--- config.mk ---
export PLATFORM = sky130hd
export DESIGN_NAME = multiplier_nbit
export DESIGN_NICKNAME = d
export VERILOG_FILES = /design/src/rtl/multiplier_pkg.sv /design/src/rtl/add_sub_nbit.sv /design/src/rtl/multiplier_nbit.sv
export SDC_FILE = /design/constraint.sdc
export NUM_CORES = 1
export LEC_CHECK = 0
export BUFFER_PORTS_ARGS = -buffer_cell sky130_fd_sc_hd__clkbuf_2
export CORE_AREA = 2 2 77 72
export CTS_BUF_LIST = sky130_fd_sc_hd__clkbuf_16
export DETAILED_ROUTE_END_ITERATION = 10
export DIE_AREA = 0 0 79 74
export SLEW_MARGIN = 0
export SYNTH_ARGS = -nofsm -noshare
export SYNTH_HDL_FRONTEND = slang
export SYNTH_SLANG_ARGS = --single-unit
--- constraint.sdc ---
create_clock -name Clk -period 4.3 [get_ports Clk]
set_input_delay 1.075 -clock Clk [delete_from_list [all_inputs] [get_ports Clk]]
set_output_delay 1.075 -clock Clk [all_outputs]
set_load 0.01 [all_outputs]
--- src/rtl/multiplier_pkg.sv ---
// Shared types and sizing helpers for the sequential shift-add multiplier.
package multiplier_pkg;

  typedef enum logic [1:0] {
    IDLE,
    COMPUTE,
    HOLD
  } mult_state_t;

  // Step counter width; never narrower than one bit.
  function automatic int cnt_width(input int width);
    return (width <= 2) ? 1 : $clog2(width);
  endfunction

endpackage

--- src/rtl/add_sub_nbit.sv ---
// Combinational (WIDTH+1)-bit adder/subtractor for one multiply step.
module add_sub_nbit #(
  parameter int WIDTH = 8
) (
  input  logic [WIDTH:0]   i_a,
  input  logic [WIDTH-1:0] i_b,
  input  logic             i_sub,
  input  logic             i_signed,
  output logic [WIDTH:0]   o_sum
);

  logic [WIDTH:0] w_b_ext;

  // NOTE: every signal written here gets a value on every path, so no latch is inferred.
  always_comb begin
    w_b_ext = {(i_signed & i_b[WIDTH-1]), i_b};
    o_sum   = i_sub ? (i_a - w_b_ext) : (i_a + w_b_ext);
  end

endmodule

--- src/rtl/multiplier_nbit.sv ---
// Sequential shift-add multiplier: S (snapshotted at Run) times B, product in A:B.
module multiplier_nbit
  import multiplier_pkg::*;
#(
  parameter int WIDTH = 8
) (
  input  logic             Clk,
  input  logic             Reset,
  input  logic             ClearA_LoadB,
  input  logic             Run,
  input  logic [WIDTH-1:0] S,
  input  logic             SignedMode,
  output logic [WIDTH-1:0] Aval,
  output logic [WIDTH-1:0] Bval,
  output logic             X,
  output logic             Busy,
  output logic             Done
);

  localparam int CNT_W = cnt_width(WIDTH);

  mult_state_t      r_state;
  logic [WIDTH-1:0] r_a;
  logic [WIDTH-1:0] r_b;
  logic [WIDTH-1:0] r_sm;
  logic             r_x;
  logic             r_mode;
  logic [CNT_W-1:0] r_cnt;
  logic             r_busy;
  logic             r_done;

  logic             w_last;
  logic [WIDTH:0]   w_add;
  logic [WIDTH:0]   w_sum;

  assign w_last = (r_cnt == CNT_W'(WIDTH - 1));

  // The sign bit of the multiplier carries negative weight, so the final step subtracts.
  add_sub_nbit #(.WIDTH(WIDTH)) u_add_sub (
    .i_a      ({r_x, r_a}),
    .i_b      (r_sm),
    .i_sub    (r_mode & w_last),
    .i_signed (r_mode),
    .o_sum    (w_add)
  );

  assign w_sum = r_b[0] ? w_add : {r_x, r_a};

  // NOTE: sequential state uses non-blocking assignments so all registers update together.
  always_ff @(posedge Clk or negedge Reset) begin
    if (!Reset) begin
      r_state <= IDLE;
      r_a     <= '0;
      r_b     <= '0;
      r_sm    <= '0;
      r_x     <= 1'b0;
      r_mode  <= 1'b0;
      r_cnt   <= '0;
      r_busy  <= 1'b0;
      r_done  <= 1'b0;
    end else begin
      r_done <= 1'b0;
      case (r_state)
        IDLE: begin
          if (!Run) begin
            r_sm    <= S;
            r_mode  <= SignedMode;
            r_a     <= '0;
            r_x     <= 1'b0;
            r_cnt   <= '0;
            r_busy  <= 1'b1;
            r_state <= COMPUTE;
          end else if (!ClearA_LoadB) begin
            r_a <= '0;
            r_x <= 1'b0;
            r_b <= S;
          end
        end
        COMPUTE: begin
          r_x   <= r_mode ? w_sum[WIDTH] : 1'b0;
          r_a   <= {w_sum[WIDTH], w_sum[WIDTH:1]};
          r_b   <= {w_sum[0], r_b[WIDTH-1:1]};
          r_cnt <= r_cnt + 1'b1;
          if (w_last) begin
            r_busy  <= 1'b0;
            r_done  <= 1'b1;
            r_state <= HOLD;
          end
        end
        HOLD: begin
          // Wait for button release so one press yields exactly one multiply.
          if (Run) r_state <= IDLE;
        end
        default: r_state <= IDLE;
      endcase
    end
  end

  assign Aval = r_a;
  assign Bval = r_b;
  assign X    = r_x;
  assign Busy = r_busy;
  assign Done = r_done;

endmodule

==> results.ini, run 1 <==
[clock_tree]
tritoncts = done
post_cts_buffers = 0
cts_sinks = 33
cts_max_level = 2
cts_buffer_depth = 2
insertion_delay_ns = 0.28
root_buffer = clkbuf_16
post_cts_resize_count = 0
clk_pin_slew_ns = 0.05
hold_buffers = 0
cts_made_buffers = 5

[cells_and_area]
diodes = 0
stdcell_count = 292
final.fill_count = 518
stdcell_area_um2 = 2280
nets = 249
drive_above_1_share = 0.227
area_delta_synth_final_pct = 19.1

[grt]
antenna_found_initial = 0
gr-total-overflow = 0
grt_pass1_vias = 1428
track_usage = 0.157
grt_pass1_wl_mm = 7.07
grt_max_degree = 34

[placement]
io_buffers = 31
place_congestion = 0.773
dpl_cell_area_um2 = 2140
dp_cells = 284
hpwl_mm = 3.01

[floorplanning]
die_w_um = 79
std_cell_rows = 25
die_y_um = 74
start_util = 0.378
io_pins = 32
core_um2 = 5070
design.die.area_um2 = 5850

[timing]
fin_skew_ns = 0.00627
relSlewSlack = 0.351
worst_pin_slew_ns = 0.972
hold_viol_final = 0
fin_crit_sh = 0.702
max_freq_mhz = 331
finalMaxSlewViolations = 0
finalSetupViolCount = 0
layout_min_cycle_time_ns = 3.02
rsz0062_at_grt = false
finalSetupTns_ns = 0

[worst_setup_path]
cpLargestDelayFamily = adder cells
arrival_ns = 3.15
crit_required_ns = 4.43
worstPathMaxFanout = 7
worst-path-buf-inv = 0
endpoint_kind = flip-flop
cpPeakStageDelay_ns = 0.45
crit_type = flip-flop to flip-flop
path_cells = ha_1 > ha_1 > nand2_1 > mux2i_1 > fa_1 > a21o_1 > a21oi_1 > o31a_1 > mux2i_1 > xnor2_1 > o21ai_0
worstSetupStartpointType = flip-flop
critPathSlowestCell = fa_1

[routing]
vias_per_cell = 4.94
drcViolationCount = 0
drtAntennaViolNets = 0
drtPass1Iterations = 4
routedWlPerCell_um = 13.9
first_iter_violations = 35
wl_mm = 4.07
vias = 1443

[logic_synthesis]
synth-seq-cells = 33
yosysSeqAreaShare = 0.432
yosys.area.top_type_share = 0.432
synthMuxAreaShare = 0.0981
synthCells = 191
syn_area_per_cell_um2 = 10.0
ys_types = 35
netlist_top_cells_area = dfrtp_1, ha_1, o21ai_0
synth-xor-area-share = 0.0549
synth_largest_area_cell = dfrtp_1
yosys.area_share.simple = 0.112
synth_top_family_by_area = compound AO/OA/AOI/OAI gates
yosys_warnings = 0
syn_nets = 216
syn_area_um2 = 1910
synth_adder_area_share = 0.0824
synth_compound_area_frac = 0.189

[power_and_ir_drop]
p_leak_nw = 1.11
max-vdd-ir-drop_mv = 0.344
power_density_nw_per_um2 = 925

[job]
maxCapViolCount = 0

[hold_path]
min_path_type = flip-flop to flip-flop

[run_status]
outcome = completed

[per-layer routing]
metal / GRT usage / part of all wire / vias up
met3: 0.0328 / 0.038 / 6
met4: 0.0517 / 0.013 / 0
met5: 0 / 0 / -
met2: 0.241 / 0.44 / 29
li1: - / - / 745
met1: 0.224 / 0.51 / 663
[logic make-up (layout without fill, tap and decap cells)]
family	after synthesis	after routing
simple gates	47	47
compound gates	54	54
fa+ha+maj	12	12
flops	33	33
mux	18	18
buf+inv	15	49
xor+xnor	12	12
[cell usage after synthesis]
| master | number |
|---|---|
| or3b_4 | 1 |
| or2_2 | 1 |
| o31a_1 | 1 |
| nor2b_1 | 5 |
| nand2b_1 | 3 |
| xor2_1 | 5 |
| a211oi_1 | 1 |
| buf_2 | 1 |
| o31ai_1 | 5 |
| inv_1 | 8 |
| o31ai_2 | 1 |
| a21oi_1 | 7 |
| nor3_1 | 3 |
| mux2_2 | 6 |
| a22o_1 | 2 |
| a211o_2 | 1 |
| a32oi_1 | 3 |
| mux2i_1 | 12 |
| ha_1 | 11 |
| nand2_1 | 28 |
| fa_1 | 1 |
| dfrtp_1 | 33 |
| o21bai_1 | 1 |
| a21o_1 | 3 |
| or3_1 | 1 |
| o211ai_1 | 1 |
| xnor2_1 | 7 |
| clkbuf_4 | 1 |
| o41ai_4 | 1 |
| nor2_1 | 4 |
| o21a_1 | 1 |
| nand3_1 | 1 |
| clkbuf_1 | 5 |
| o41ai_1 | 1 |
| o21ai_0 | 25 |
[sequential cells by signal, indices dropped and copies added, names as in the netlist]
name	count
Aval	8
Busy	1
Bval	8
Done	1
X	1
r_cnt	3
r_mode	1
r_sm	8
r_state	2
[path summary, 6_finish.rpt]
path,startpoint,slack [ns],endpoint,cells after the start
setup reg to reg,r_cnt[0],1.28,Aval[7],11
hold / removal,Busy,0.50,Busy,1
min in group asynchronous,Reset,0.88,Aval[1],1
max in group asynchronous,Reset,2.89,Aval[7],1
hold reg to reg,Busy,0.50,Busy,1
setup / recovery,r_cnt[0],1.28,Aval[7],11
[area by class of cell]
class	instances	area, µm²	area share
timing repair buffer	33	170	0.0747
clock buffer	5	125	0.0549
tap	67	83.8	0.0368
inverter	8	30.0	0.0132
sequential	33	826	0.362
clock inverter	3	17.5	0.00769
multi-input combinational	143	1030	0.450
[power breakdown]
group          internal (W)  switching (W)  total, W
Clock              0.000212       0.000129  0.000341
Combinational      0.000542       0.000593   0.00113
Sequential         0.000462       0.000170  0.000632
Total               0.00122       0.000892   0.00211
[stage by stage]
stage | total power [W] | setup WS, ns | hold WS [ns] | utilization
floorplan | 0.00149 | 1.56 | 0.468 | -
global placement | 0.00176 | 1.36 | 0.475 | 0.421
detailed placement | 0.00178 | 1.26 | 0.476 | 0.421
CTS | 0.00213 | 1.24 | 0.497 | 0.450
global route | 0.00232 | 1.00 | 0.525 | 0.450
finish | 0.00211 | 1.28 | 0.495 | 0.450
[placed cells by master (no fill, tap or decap), drive strengths merged, types with 5 or more instances in the layout]
cell type / synthesis / layout
mux2: 6 / 6
dfrtp: 33 / 33
o21ai: 25 / 25
a21oi: 7 / 7
xor2: 5 / 5
ha: 11 / 11
o31ai: 6 / 6
clkbuf: 6 / 36
nand2: 28 / 28
nor2b: 5 / 5
mux2i: 12 / 12
inv: 8 / 8
xnor2: 7 / 7
Power figures use the tool's default switching activity.
==> run 2, diff against run 1 <==
- ABC_AREA: not set -> 1
- CORE_AREA: 2 2 77 72 -> 2 2 79 73
- DIE_AREA: 0 0 79 74 -> 0 0 81 75
- clock period: 4.3 -> 2.8 ns (I/O delays scaled with it)
==> run 2 against run 1 <==
Effect of this change: synthesized area is 3.7% higher; highest routed layer unchanged; combinational power increased by 85%; sequential share of layout area shrank 0.78 points; cell count is 18% higher; sequential cell count is the same; sequential power up 46%.
==> results.ini, run 2 <==
[timing]
max_freq_mhz = 399  ; +20%
relSlewSlack = 0.439  ; +0.0882
finalSetupViolCount = 0  ; unchanged
hold_viol_final = 0  ; unchanged
fin_crit_sh = 0.895  ; +0.193
fin_ws_ns = 0.295  ; -0.987 ns
fin_skew_ns = 0.00139  ; -0.00487 ns
layout_min_cycle_time_ns = 2.50  ; -0.513 ns
worst_pin_slew_ns = 0.842  ; -0.130 ns
finalMaxSlewViolations = 0  ; unchanged
finalSetupTns_ns = 0  ; unchanged
rsz0062_at_grt = false

[logic_synthesis]
syn_area_per_cell_um2 = 8.03  ; -20%
synth-xor-area-share = 0.0397  ; -0.0152
netlist_top_cells_area = dfrtp_1, nand2_1, ha_1
synth_largest_area_cell = dfrtp_1
ys_types = 29  ; -17%
synth_adder_area_share = 0.0794  ; -0.00296
synth-seq-cells = 33  ; unchanged
synth_top_family_by_area = simple AND/OR/NAND/NOR gates
synth_compound_area_frac = 0.182  ; -0.00679
yosys_warnings = 0  ; unchanged
synth-main-ff-cell = dfrtp_1
syn_nets = 272  ; +26%
synth.most_common_cell = nand2_1
synth_common_cells = nand2_1, inv_1, dfrtp_1
async_flop_share = 1.00  ; unchanged
synthMuxAreaShare = 0  ; -0.0981
yosys.area.top_type_share = 0.416  ; -0.0155
yosysSeqAreaShare = 0.416  ; -0.0155
synth_edf_count = 0  ; unchanged
syn_area_um2 = 1980  ; +3.7%
synthCells = 247  ; +29%
yosys.area_share.simple = 0.197  ; +0.0855

[hold_path]
min-delay-start = Busy
worstHoldPathCells = 2  ; +1
min_to = Busy
min_path_type = flip-flop to flip-flop

[power_and_ir_drop]
power_frac_seq = 0.262  ; -0.038
power_density_nw_per_um2 = 1510  ; +63%
max-vdd-ir-drop_mv = 0.757  ; +120%
p_leak_nw = 1.24  ; +12%
clockPowerShare = 0.143  ; -0.019
internal-power_w = 0.00186  ; +53%
power.switching_w = 0.00166  ; +86%
switching_share = 0.471  ; +0.0481
p_total_w = 0.00351  ; +67%
p_comb_frac = 0.595  ; +0.057

[grt]
grtUsageMet3 = 0.0360  ; +0.00320
grt_max_degree = 34  ; unchanged
antenna_found_initial = 0  ; unchanged
grtUsageMet2 = 0.266  ; +0.0252
busiest_layer = met2
track_usage = 0.163  ; +0.00557
use_met1 = 0.214  ; -0.00971
gr-total-overflow = 0  ; unchanged
grt_pass1_wl_mm = 7.41  ; +4.9%
grt_pass1_vias = 1616  ; +13%

[clock_tree]
cts_sinks = 33  ; unchanged
hold_buffers = 0  ; unchanged
post_cts_buffers = 0  ; unchanged
insertion_delay_ns = 0.27  ; about the same
cts_made_buffers = 5  ; unchanged
post_cts_resize_count = 0  ; unchanged
tritoncts = done
root_buffer = clkbuf_16
cts_buffer_depth = 2  ; unchanged
clk_pin_slew_ns = 0.05  ; about the same
cts_max_level = 2  ; unchanged

[worst_setup_path]
endpoint_kind = flip-flop
worstPathMaxFanout = 5  ; -2
crit_required_ns = 2.94  ; -1.49 ns
cpLargestDelayFamily = compound AO/OA/AOI/OAI gates
cpPeakStageDelay_ns = 0.39  ; -0.06 ns
reg2reg_slack_ns = 0.30  ; -0.99 ns
worstSetupStartpointType = flip-flop
r2r_cells = 12  ; +1
arrival_ns = 2.64  ; -0.51 ns
r2r-start = r_cnt[0]
r2r-end = Aval[4]
crit_type = flip-flop to flip-flop
path_cells = ha_1 > ha_1 > a21oi_1 > xor2_1 > ha_1 > a21oi_1 > nand2_1 > a21oi_1 > xor2_1 > nand2_1 > o21ai_0 > o21ai_1
worst-path-buf-inv = 0  ; unchanged
critPathSlowestCell = dfrtp_1

[cells_and_area]
layout.area.seq_um2 = 826  ; unchanged
nets = 304  ; +22%
stdcell_count = 346  ; +18%
final_cell_mix = nand2_1, inv_1, dfrtp_1, clkbuf_2, o21ai_0
final_common_cell = nand2_1
multiInputGateArea_um2 = 992  ; -3.3%
diodes = 0  ; unchanged
area_delta_synth_final_pct = 17.3
drive_above_1_share = 0.172  ; -0.0546
final.fill_count = 554  ; +6.9%

[routing]
drcViolationCount = 0  ; unchanged
routedWlPerCell_um = 12.4  ; -11%
first_iter_violations = 99  ; +180%
vias = 1706  ; +18%
vias_per_cell = 4.93  ; -0.23%
drtAntennaViolNets = 0  ; unchanged
wl_mm = 4.30  ; +5.5%
drtPass1Iterations = 4  ; unchanged

[placement]
dp_slack_ns = 0.255  ; -1.00 ns
hpwl_mm = 3.20  ; +6.3%
io_buffers = 31  ; unchanged
dp_cells = 339  ; +19%
place_congestion = 0.822  ; +6.4%

[floorplanning]
design.die.area_um2 = 6080  ; +3.9%
std_cell_rows = 25  ; unchanged
core_um2 = 5190  ; +2.5%
die_y_um = 75  ; +1.4%
die_w_um = 81  ; +2.5%
start_util = 0.382  ; +0.00464
io_pins = 32  ; unchanged

[run_status]
outcome = completed

[job]
maxCapViolCount = 0  ; unchanged

## run 2: cell count changes in the layout (fill, tap and decap cells not counted), sizes merged, moves of 6 or more
cell	previous run	this run
nor2	4	10
nand2	28	63
nand3	1	15
mux2i	12	0
inv	8	36
o211ai	1	7
mux2	6	0
## run 2: power by group through the flow
stage	Clock [W]	Sequential, W	Combinational, W
floorplan	0	0.000931	0.00159
global placement	0	0.000920	0.00206
detailed placement	0	0.000929	0.00208
CTS	0.000518	0.000921	0.00210
global route	0.000537	0.000960	0.00242
finish	0.000503	0.000920	0.00209
## run 2: worst reg2reg max path: stages (launching register included)
cell and delay, ns:
dfrtp_1 0.39, ha_1 0.21, ha_1 0.23, a21oi_1 0.21, xor2_1 0.16, ha_1 0.29
a21oi_1 0.19, nand2_1 0.14, a21oi_1 0.19, xor2_1 0.16, nand2_1 0.05, o21ai_0 0.09
o21ai_1 0.08
## run 2: kinds of logic after synthesis
kind of cell,after synthesis
buffers and inverters,42
xor gates and xnor gates,9
adders and majority gates,12
DFF,33
and+or+nand+nor,94
AOI/OAI and AO/OA,57
## run 2: area by class of cell
cell class,instances,area share
multi-input cells,172,0.426
flip-flops and latches,33,0.355
repair buffers,32,0.0699
inverters,35,0.0564
clock buffers,5,0.0537
well taps,67,0.0360
clock inverters,2,0.00322
## run 2: worst max-delay path by stage
| stage | from | endpoint | slack (ns) | depth (start not counted) |
|---|---|---|---|---|
| global placement | r_cnt[0] | X | 0.29 | 15 |
| global route | r_cnt[0] | Aval[4] | 0.02 | 14 |
| floorplan | r_cnt[0] | X | 0.49 | 15 |
| detailed placement | r_cnt[0] | X | 0.26 | 14 |
| finish | r_cnt[0] | Aval[4] | 0.30 | 12 |
| CTS | r_cnt[0] | X | 0.24 | 14 |
## run 2: layer usage
layer,vias up,part of all wire
met3,4,0.034
met2,21,0.46
met1,799,0.50
li1,882,-
met4,0,0.011
met5,-,0
## run 2: stage by stage
stage | area (µm²) | hold slack, ns | util
after global routing | 2330 | 0.523 | 0.448
final | 2330 | 0.506 | 0.448
after global placement | 2190 | 0.487 | 0.422
after detailed placement | 2190 | 0.489 | 0.422
after CTS | 2330 | 0.510 | 0.448
after floorplan | 1980 | 0.404 | -
